## src/rtl/alu_pkg.sv

```systemverilog
// alu_pkg: shared definitions for the ALU result stage.
// Contents:
//   - ALU op encodings (3 bits)
//   - flags_t: architectural {N,Z,C,V} flag struct
//   - ARM condition-code constants
//   - commit_flags(): op-dependent rule for merging an entry's flags
//     into the committed flags
// The full buffered entry (result, dest, op, setf, nzcv) depends on the
// WIDTH/TAGW parameters of the stage, so its struct is declared inside
// alu_result_stage using the flags_t defined here.
package alu_pkg;

  localparam logic [2:0] ALU_PASS_B = 3'b000;
  localparam logic [2:0] ALU_ADD    = 3'b010;
  localparam logic [2:0] ALU_SUB    = 3'b011;
  localparam logic [2:0] ALU_AND    = 3'b100;
  localparam logic [2:0] ALU_OR     = 3'b101;
  localparam logic [2:0] ALU_XOR    = 3'b110;

  typedef struct packed {
    logic n;
    logic z;
    logic c;
    logic v;
  } flags_t;

  localparam logic [3:0] COND_EQ = 4'b0000;
  localparam logic [3:0] COND_NE = 4'b0001;
  localparam logic [3:0] COND_CS = 4'b0010;
  localparam logic [3:0] COND_CC = 4'b0011;
  localparam logic [3:0] COND_MI = 4'b0100;
  localparam logic [3:0] COND_PL = 4'b0101;
  localparam logic [3:0] COND_VS = 4'b0110;
  localparam logic [3:0] COND_VC = 4'b0111;
  localparam logic [3:0] COND_HI = 4'b1000;
  localparam logic [3:0] COND_LS = 4'b1001;
  localparam logic [3:0] COND_GE = 4'b1010;
  localparam logic [3:0] COND_LT = 4'b1011;
  localparam logic [3:0] COND_GT = 4'b1100;
  localparam logic [3:0] COND_LE = 4'b1101;
  localparam logic [3:0] COND_AL = 4'b1110;
  localparam logic [3:0] COND_NV = 4'b1111;

  // Arithmetic ops own all four flags; logic ops define N/Z and clear C/V;
  // PASS_B only updates N/Z. Unknown ops leave the committed flags alone.
  function automatic flags_t commit_flags(input logic [2:0] op,
                                          input flags_t   cur,
                                          input flags_t   ent);
    flags_t nxt;
    nxt = cur;
    case (op)
      ALU_ADD, ALU_SUB: nxt = ent;
      ALU_AND, ALU_OR, ALU_XOR: begin
        nxt.n = ent.n;
        nxt.z = ent.z;
        nxt.c = 1'b0;
        nxt.v = 1'b0;
      end
      ALU_PASS_B: begin
        nxt.n = ent.n;
        nxt.z = ent.z;
      end
      default: nxt = cur;
    endcase
    return nxt;
  endfunction

endpackage

```

## src/rtl/alu_result_stage_cond_eval.sv

```systemverilog
// cond_eval: purely combinational ARM condition-code evaluator.
// Ports:
//   cond      - 4-bit ARM condition code
//   flags     - committed {N,Z,C,V}
//   cond_true - 1 when the condition holds for the given flags
// Code 1111 (NV) is treated the same as AL.
module cond_eval
  import alu_pkg::*;
(
  input  logic [3:0] cond,
  input  flags_t     flags,
  output logic       cond_true
);

  always_comb begin
    cond_true = 1'b1;
    case (cond)
      COND_EQ: cond_true = flags.z;
      COND_NE: cond_true = !flags.z;
      COND_CS: cond_true = flags.c;
      COND_CC: cond_true = !flags.c;
      COND_MI: cond_true = flags.n;
      COND_PL: cond_true = !flags.n;
      COND_VS: cond_true = flags.v;
      COND_VC: cond_true = !flags.v;
      COND_HI: cond_true = flags.c && !flags.z;
      COND_LS: cond_true = !flags.c || flags.z;
      COND_GE: cond_true = (flags.n == flags.v);
      COND_LT: cond_true = (flags.n != flags.v);
      COND_GT: cond_true = !flags.z && (flags.n == flags.v);
      COND_LE: cond_true = flags.z || (flags.n != flags.v);
      default: cond_true = 1'b1;
    endcase
  end

endmodule

```

## src/rtl/alu_result_stage.sv

```systemverilog
// alu_result_stage: registered result stage behind the ALU slices.
// Captures result/carry/op/tag through valid/ready into a head+skid
// buffer, commits NZCV on handoff of flag-setting entries and evaluates
// branch conditions against the committed flags.
// Ports:
//   clk, reset            - clock, async active-high reset
//   in_valid/in_ready     - upstream handshake (in_ready is registered)
//   in_result, in_cout, in_cmsb, in_op, in_setf, in_dest - ALU outputs
//   out_valid/out_ready   - downstream handshake for the head entry
//   out_result, out_dest  - head entry payload
//   out_zero              - head result is zero (CBZ/CBNZ)
//   flags                 - committed {N,Z,C,V}
//   cond, cond_true       - B.cond query against committed flags
//   flush                 - squash all entries except one handing off
// WIDTH must be a multiple of 4 and at least 8.
module alu_result_stage
  import alu_pkg::*;
#(
  parameter int WIDTH = 64,
  parameter int TAGW  = 5
) (
  input  logic             clk,
  input  logic             reset,
  input  logic             in_valid,
  output logic             in_ready,
  input  logic [WIDTH-1:0] in_result,
  input  logic             in_cout,
  input  logic             in_cmsb,
  input  logic [2:0]       in_op,
  input  logic             in_setf,
  input  logic [TAGW-1:0]  in_dest,
  output logic             out_valid,
  input  logic             out_ready,
  output logic [WIDTH-1:0] out_result,
  output logic [TAGW-1:0]  out_dest,
  output logic             out_zero,
  output logic [3:0]       flags,
  input  logic [3:0]       cond,
  output logic             cond_true,
  input  logic             flush
);

  typedef struct packed {
    logic [WIDTH-1:0] result;
    logic [TAGW-1:0]  dest;
    logic [2:0]       op;
    logic             setf;
    flags_t           nzcv;
  } entry_t;

  entry_t head_q;
  entry_t skid_q;
  logic   head_valid;
  logic   skid_valid;
  flags_t flags_q;
  entry_t in_entry;
  logic   accept;
  logic   handoff;

  // Flags are computed once at capture so the handoff path only muxes.
  always_comb begin
    in_entry.result = in_result;
    in_entry.dest   = in_dest;
    in_entry.op     = in_op;
    in_entry.setf   = in_setf;
    in_entry.nzcv.n = in_result[WIDTH-1];
    in_entry.nzcv.z = (in_result == '0);
    in_entry.nzcv.c = in_cout;
    in_entry.nzcv.v = in_cout ^ in_cmsb;
  end

  assign in_ready = !skid_valid;
  assign accept   = in_valid && in_ready;
  assign handoff  = head_valid && out_ready;

  // The skid is only ever written while the head is stalled, so a skid
  // promotion never coincides with an accept (in_ready is low then).
  // Flush still lets a same-cycle handoff commit its flags.
  always_ff @(posedge clk or posedge reset) begin
    if (reset) begin
      head_q     <= '0;
      skid_q     <= '0;
      head_valid <= 1'b0;
      skid_valid <= 1'b0;
      flags_q    <= '0;
    end else begin
      if (handoff && head_q.setf)
        flags_q <= commit_flags(head_q.op, flags_q, head_q.nzcv);

      if (flush) begin
        head_valid <= 1'b0;
        skid_valid <= 1'b0;
      end else if (handoff) begin
        if (skid_valid) begin
          head_q     <= skid_q;
          skid_valid <= 1'b0;
        end else if (accept) begin
          head_q <= in_entry;
        end else begin
          head_valid <= 1'b0;
        end
      end else if (accept) begin
        if (head_valid) begin
          skid_q     <= in_entry;
          skid_valid <= 1'b1;
        end else begin
          head_q     <= in_entry;
          head_valid <= 1'b1;
        end
      end
    end
  end

  assign out_valid  = head_valid;
  assign out_result = head_q.result;
  assign out_dest   = head_q.dest;
  assign out_zero   = (head_q.result == '0);
  assign flags      = flags_q;

  cond_eval u_cond_eval (
    .cond      (cond),
    .flags     (flags_q),
    .cond_true (cond_true)
  );

endmodule
```

## config.mk

```make
export PLATFORM = sky130hd
export DESIGN_NAME = alu_result_stage
export DESIGN_NICKNAME = d
export VERILOG_FILES = /design/src/rtl/alu_pkg.sv /design/src/rtl/alu_result_stage_cond_eval.sv /design/src/rtl/alu_result_stage.sv
export SDC_FILE = /design/constraint.sdc
export NUM_CORES = 1
export LEC_CHECK = 0
export ABC_AREA = 1
export BUFFER_PORTS_ARGS = -buffer_cell sky130_fd_sc_hd__clkbuf_2
export CAP_MARGIN = 20
export CORE_ASPECT_RATIO = 0.75
export CORE_MARGIN = 2
export CORE_UTILIZATION = 45
export DETAILED_ROUTE_END_ITERATION = 10
export PLACE_DENSITY = 0.68
export SYNTH_ARGS = -nofsm -noshare
export SYNTH_HDL_FRONTEND = slang
export SYNTH_SLANG_ARGS = --single-unit
```

## constraint.sdc

```tcl
create_clock -name clk -period 6.9 [get_ports clk]
set_input_delay 1.38 -clock clk [delete_from_list [all_inputs] [get_ports clk]]
set_output_delay 1.38 -clock clk [all_outputs]
set_load 0.01 [all_outputs]
```

==> run summary <==
• **wire length of the first global-routing pass** 30,300 um
• **Synth top area share** 50.21%
• **maximum clock rate** 268.8 MHz
• **Final Wtd Congestion** 0.7801
• **crit path cell chain** clkbuf_2, nand2_1, o21ai_0, or2_2, nand3_1, nand2_1, nor2_1, nand2_1, clkbuf_2
• **height of the die** 118.6 um
• **Seq cells post-synth** 158
• **wire length per cell after detailed routing** 14.05 um
• **final hold vios** 0
• **Worst setup SP type** input port
• **area of the placeable core** 16,980 sq um
• **instance count along the most critical hold path** 2
• **Clock Latency Late Sink** 420 ps
• **DIE WIDTH** 156.8 um
• **Hold Path Origin** out_dest[0]
• **floorplan row count** 41
• **cell area after technology mapping** 7875 sq um
• **pin slew with the least headroom to its limit** 1045 ps
• **number of buffers on the longest clock path** 2
• **remaining design rule violation count** 0
• **WHS Endpoint** out_dest[0]
• **Filler Cells Inserted** 1,643
• **Min Hold Slack** 479.2 ps
• **status** finished, final reports clean
• **asr flop ratio synth** 100.0%
• **max-cap violation count** 0
• **overall global routing resource usage** 20.72%
• **delay contributed by the slowest stage of the critical path** 280 ps
• **number of pins with negative max-slew slack in the final report** 0
• **clock sinks** 158
• **worst hold-check path type** flip-flop to flip-flop
• **# Post-CTS Setup Buffers** 0
• **clk slew on worst S/H paths** 60 ps
• **LEAKAGE** 4.552 nW
• **number of buffers created by CTS** 17
• **total number of vias** 6,343
• **number of distinct standard cells referenced by the synthesized netlist** 24
• **I/O Buffers** 160
• **grt ovf** 0
• **Warnings, synthesis** 0
• **final clock period utilization by the worst path** 53.91%
• **cell with the most instances after synthesis** nand2_1
• **Gate Count Post-Synth** 979
• **CTS tree** built
• **Starting Density** 46.38%
• **unrepaired setup endpoints after global routing** no
• **cell types with the highest counts after synthesis** nand2_1, dfrtp_1, inv_1
• **r2r setup slk** 4300 ps
• **total inserted antenna cells** 0
• **Setup Viol. Count Final** 0
• **length in cells of the worst reg-to-reg path** 6
• **most frequent cell on the critical path** nand2_1
• **Crit-path slowest cell** or2_2
• **required time worst endpoint** 5520 ps
• **number of vias per cell** 4.891
• **slew margin rel.** 30.32%
• **count of cells resized by post-cts repair** 0
• **number of global-route vias before repair** 5,897
• **number of nets with antenna violations after detailed routing** 0
• **power per cell area** 323.2 nW/um^2
• **drt first pass iters** 5
• **arrival time of data at the critical path endpoint** 2340 ps
• **CTS H-tree lvls** 4
• **net total in the final layout** 1,134
• **reg2reg start** skid_valid
• **number of DRC markers after the initial detailed-route iteration** 506
• **placed wire-length estimate after detailed placement** 12,220 um
• **peak supply drop** 0.1436 mV
• **final worst clock skew** 9.369 ps
• **dominant cells by area after synthesis** dfrtp_1, nand2_1, buf_4
• **pin count of the biggest net entering global routing** 107
• **Routed WL** 18,220 um
• **aggregate negative setup slack** 0 ps
• **Period minus WS final** 3720 ps
• **clock tree root driver cell** clkbuf_16
• **fraction of the yosys area taken by sequential cells** 50.21%
• **Max Fanout on Critical Path** 8
• **Syn-to-layout area delta** 12.60%
• **Mapped Nets** 1,065
• **capture point of the worst reg-to-reg path** skid_q[51]
• **number of primary I/O pins** 161
• **library cell with the largest summed area after synthesis** dfrtp_1
• **Crit Path Class** input port to primary output
• **number of buffers inserted for hold repair after clock tree synthesis** 0
• **die area** 18,590 sq um
• **endpoint type of the worst setup path** primary output
• **Mean Syn Cell Area** 8.044 sq um
• **antenna violations before repair** 0
• **kind of cell adding the most delay to the critical path** simple AND/OR/NAND/NOR gates
• **number of synthesized flops with an enable pin** 0
• **leading register cell type out of synthesis** dfrtp_1
• **fraction of final layout cells sized beyond drive strength 1** 19.51%
• **worst path buffer plus inverter count** 2
## placed cells by master, fill, tap and decap left out, types with 2 or more instances in the layout
cell,count
clkinvlp_4,3
a21oi_1,2
o21ai_1,64
buf_4,5
bufinv_16,2
o211ai_1,75
clkbuf_16,17
inv_2,4
inv_1,95
nor2_1,60
or2_2,2
clkinv_2,3
clkbuf_8,5
o21ai_0,28
dfrtp_1,158
ha_1,2
nor4_1,15
nand3_1,10
clkbuf_2,160
inv_6,2
nor3_1,3
nand2_1,337
## where the power goes
| group | total, mW | leakage (nW) | internal, mW | switching, mW |
|---|---|---|---|---|
| logic | 0.600 | 2.31 | 0.238 | 0.362 |
| clock network | 0.954 | 0.292 | 0.580 | 0.374 |
| registers | 1.31 | 1.95 | 1.17 | 0.142 |
## flip-flops by register name, summed over array words and instances (netlist names)
signal	count
flags	4
head_q	8
out_dest	5
out_result	63
out_valid	1
skid_q	76
skid_valid	1
## tightest hold or removal path: cells and delay by family (launching register included)
| family | cells | cell delay [ps] |
|---|---|---|
| flip-flops | 1 | 340 |
| AND/OR/NAND/NOR | 2 | 100 |
## metal layers
layer	routed length, um	vias to the layer above	global-route usage, %
met5	0	-	0
li1	-	3218	-
met2	7826	153	29.96
met1	9297	2960	31.66
met4	152	0	4.759
met3	946	12	4.474
## worst max-delay path by stage
stage	from	endpoint	slack, ps	cells past startpoint
6_report	cond[1]	cond_true	3180	9
5_1_grt	cond[1]	cond_true	3100	9
4_1_cts	cond[1]	cond_true	3170	9
3_5_place_dp	cond[1]	cond_true	3180	9
3_3_place_gp	cond[1]	cond_true	3210	9
2_1_floorplan	reset	flags[0]	1260	1
## final cells by class
cell class / count / area [sq um] / area share (%)
clock buffer: 23 / 498.0 / 5.616
inverter: 101 / 386.6 / 4.360
clock inverter: 9 / 106.4 / 1.199
tap: 236 / 295.3 / 3.330
sequential: 158 / 3954 / 44.59
multi-input combinational: 605 / 2789 / 31.45
timing repair buffer: 165 / 838.3 / 9.454
## cells by family (layout without fill, tap and decap cells)
family	after synthesis	in the layout	share of synthesized area (%)
AO/OA/AOI/OAI	171	171	13.33
XOR/XNOR	2	2	0.2225
AND/OR/NAND/NOR	430	430	21.39
buffers and inverters	216	298	14.54
adder cells (fa/ha/maj)	2	2	0.3177
flip-flops	158	158	50.21
## per-stage QoR
| stage | worst slack, ps | cells | util (%) | area (sq um) | power (mW) |
|---|---|---|---|---|---|
| 4_1_cts | 3170 | 1297 | 52.22 | 8867 | 2.900 |
| 2_1_floorplan | 1257 | 979 | - | 7875 | 1.807 |
| 6_report | 3180 | 1297 | 52.22 | 8867 | 2.866 |
| 5_1_grt | 3096 | 1297 | 52.22 | 8867 | 3.056 |
| 3_5_place_dp | 3176 | 1265 | 48.66 | 8263 | 1.933 |
| 3_3_place_gp | 3207 | 1265 | 48.66 | 8263 | 1.910 |
(Power assumes the default switching activity.)
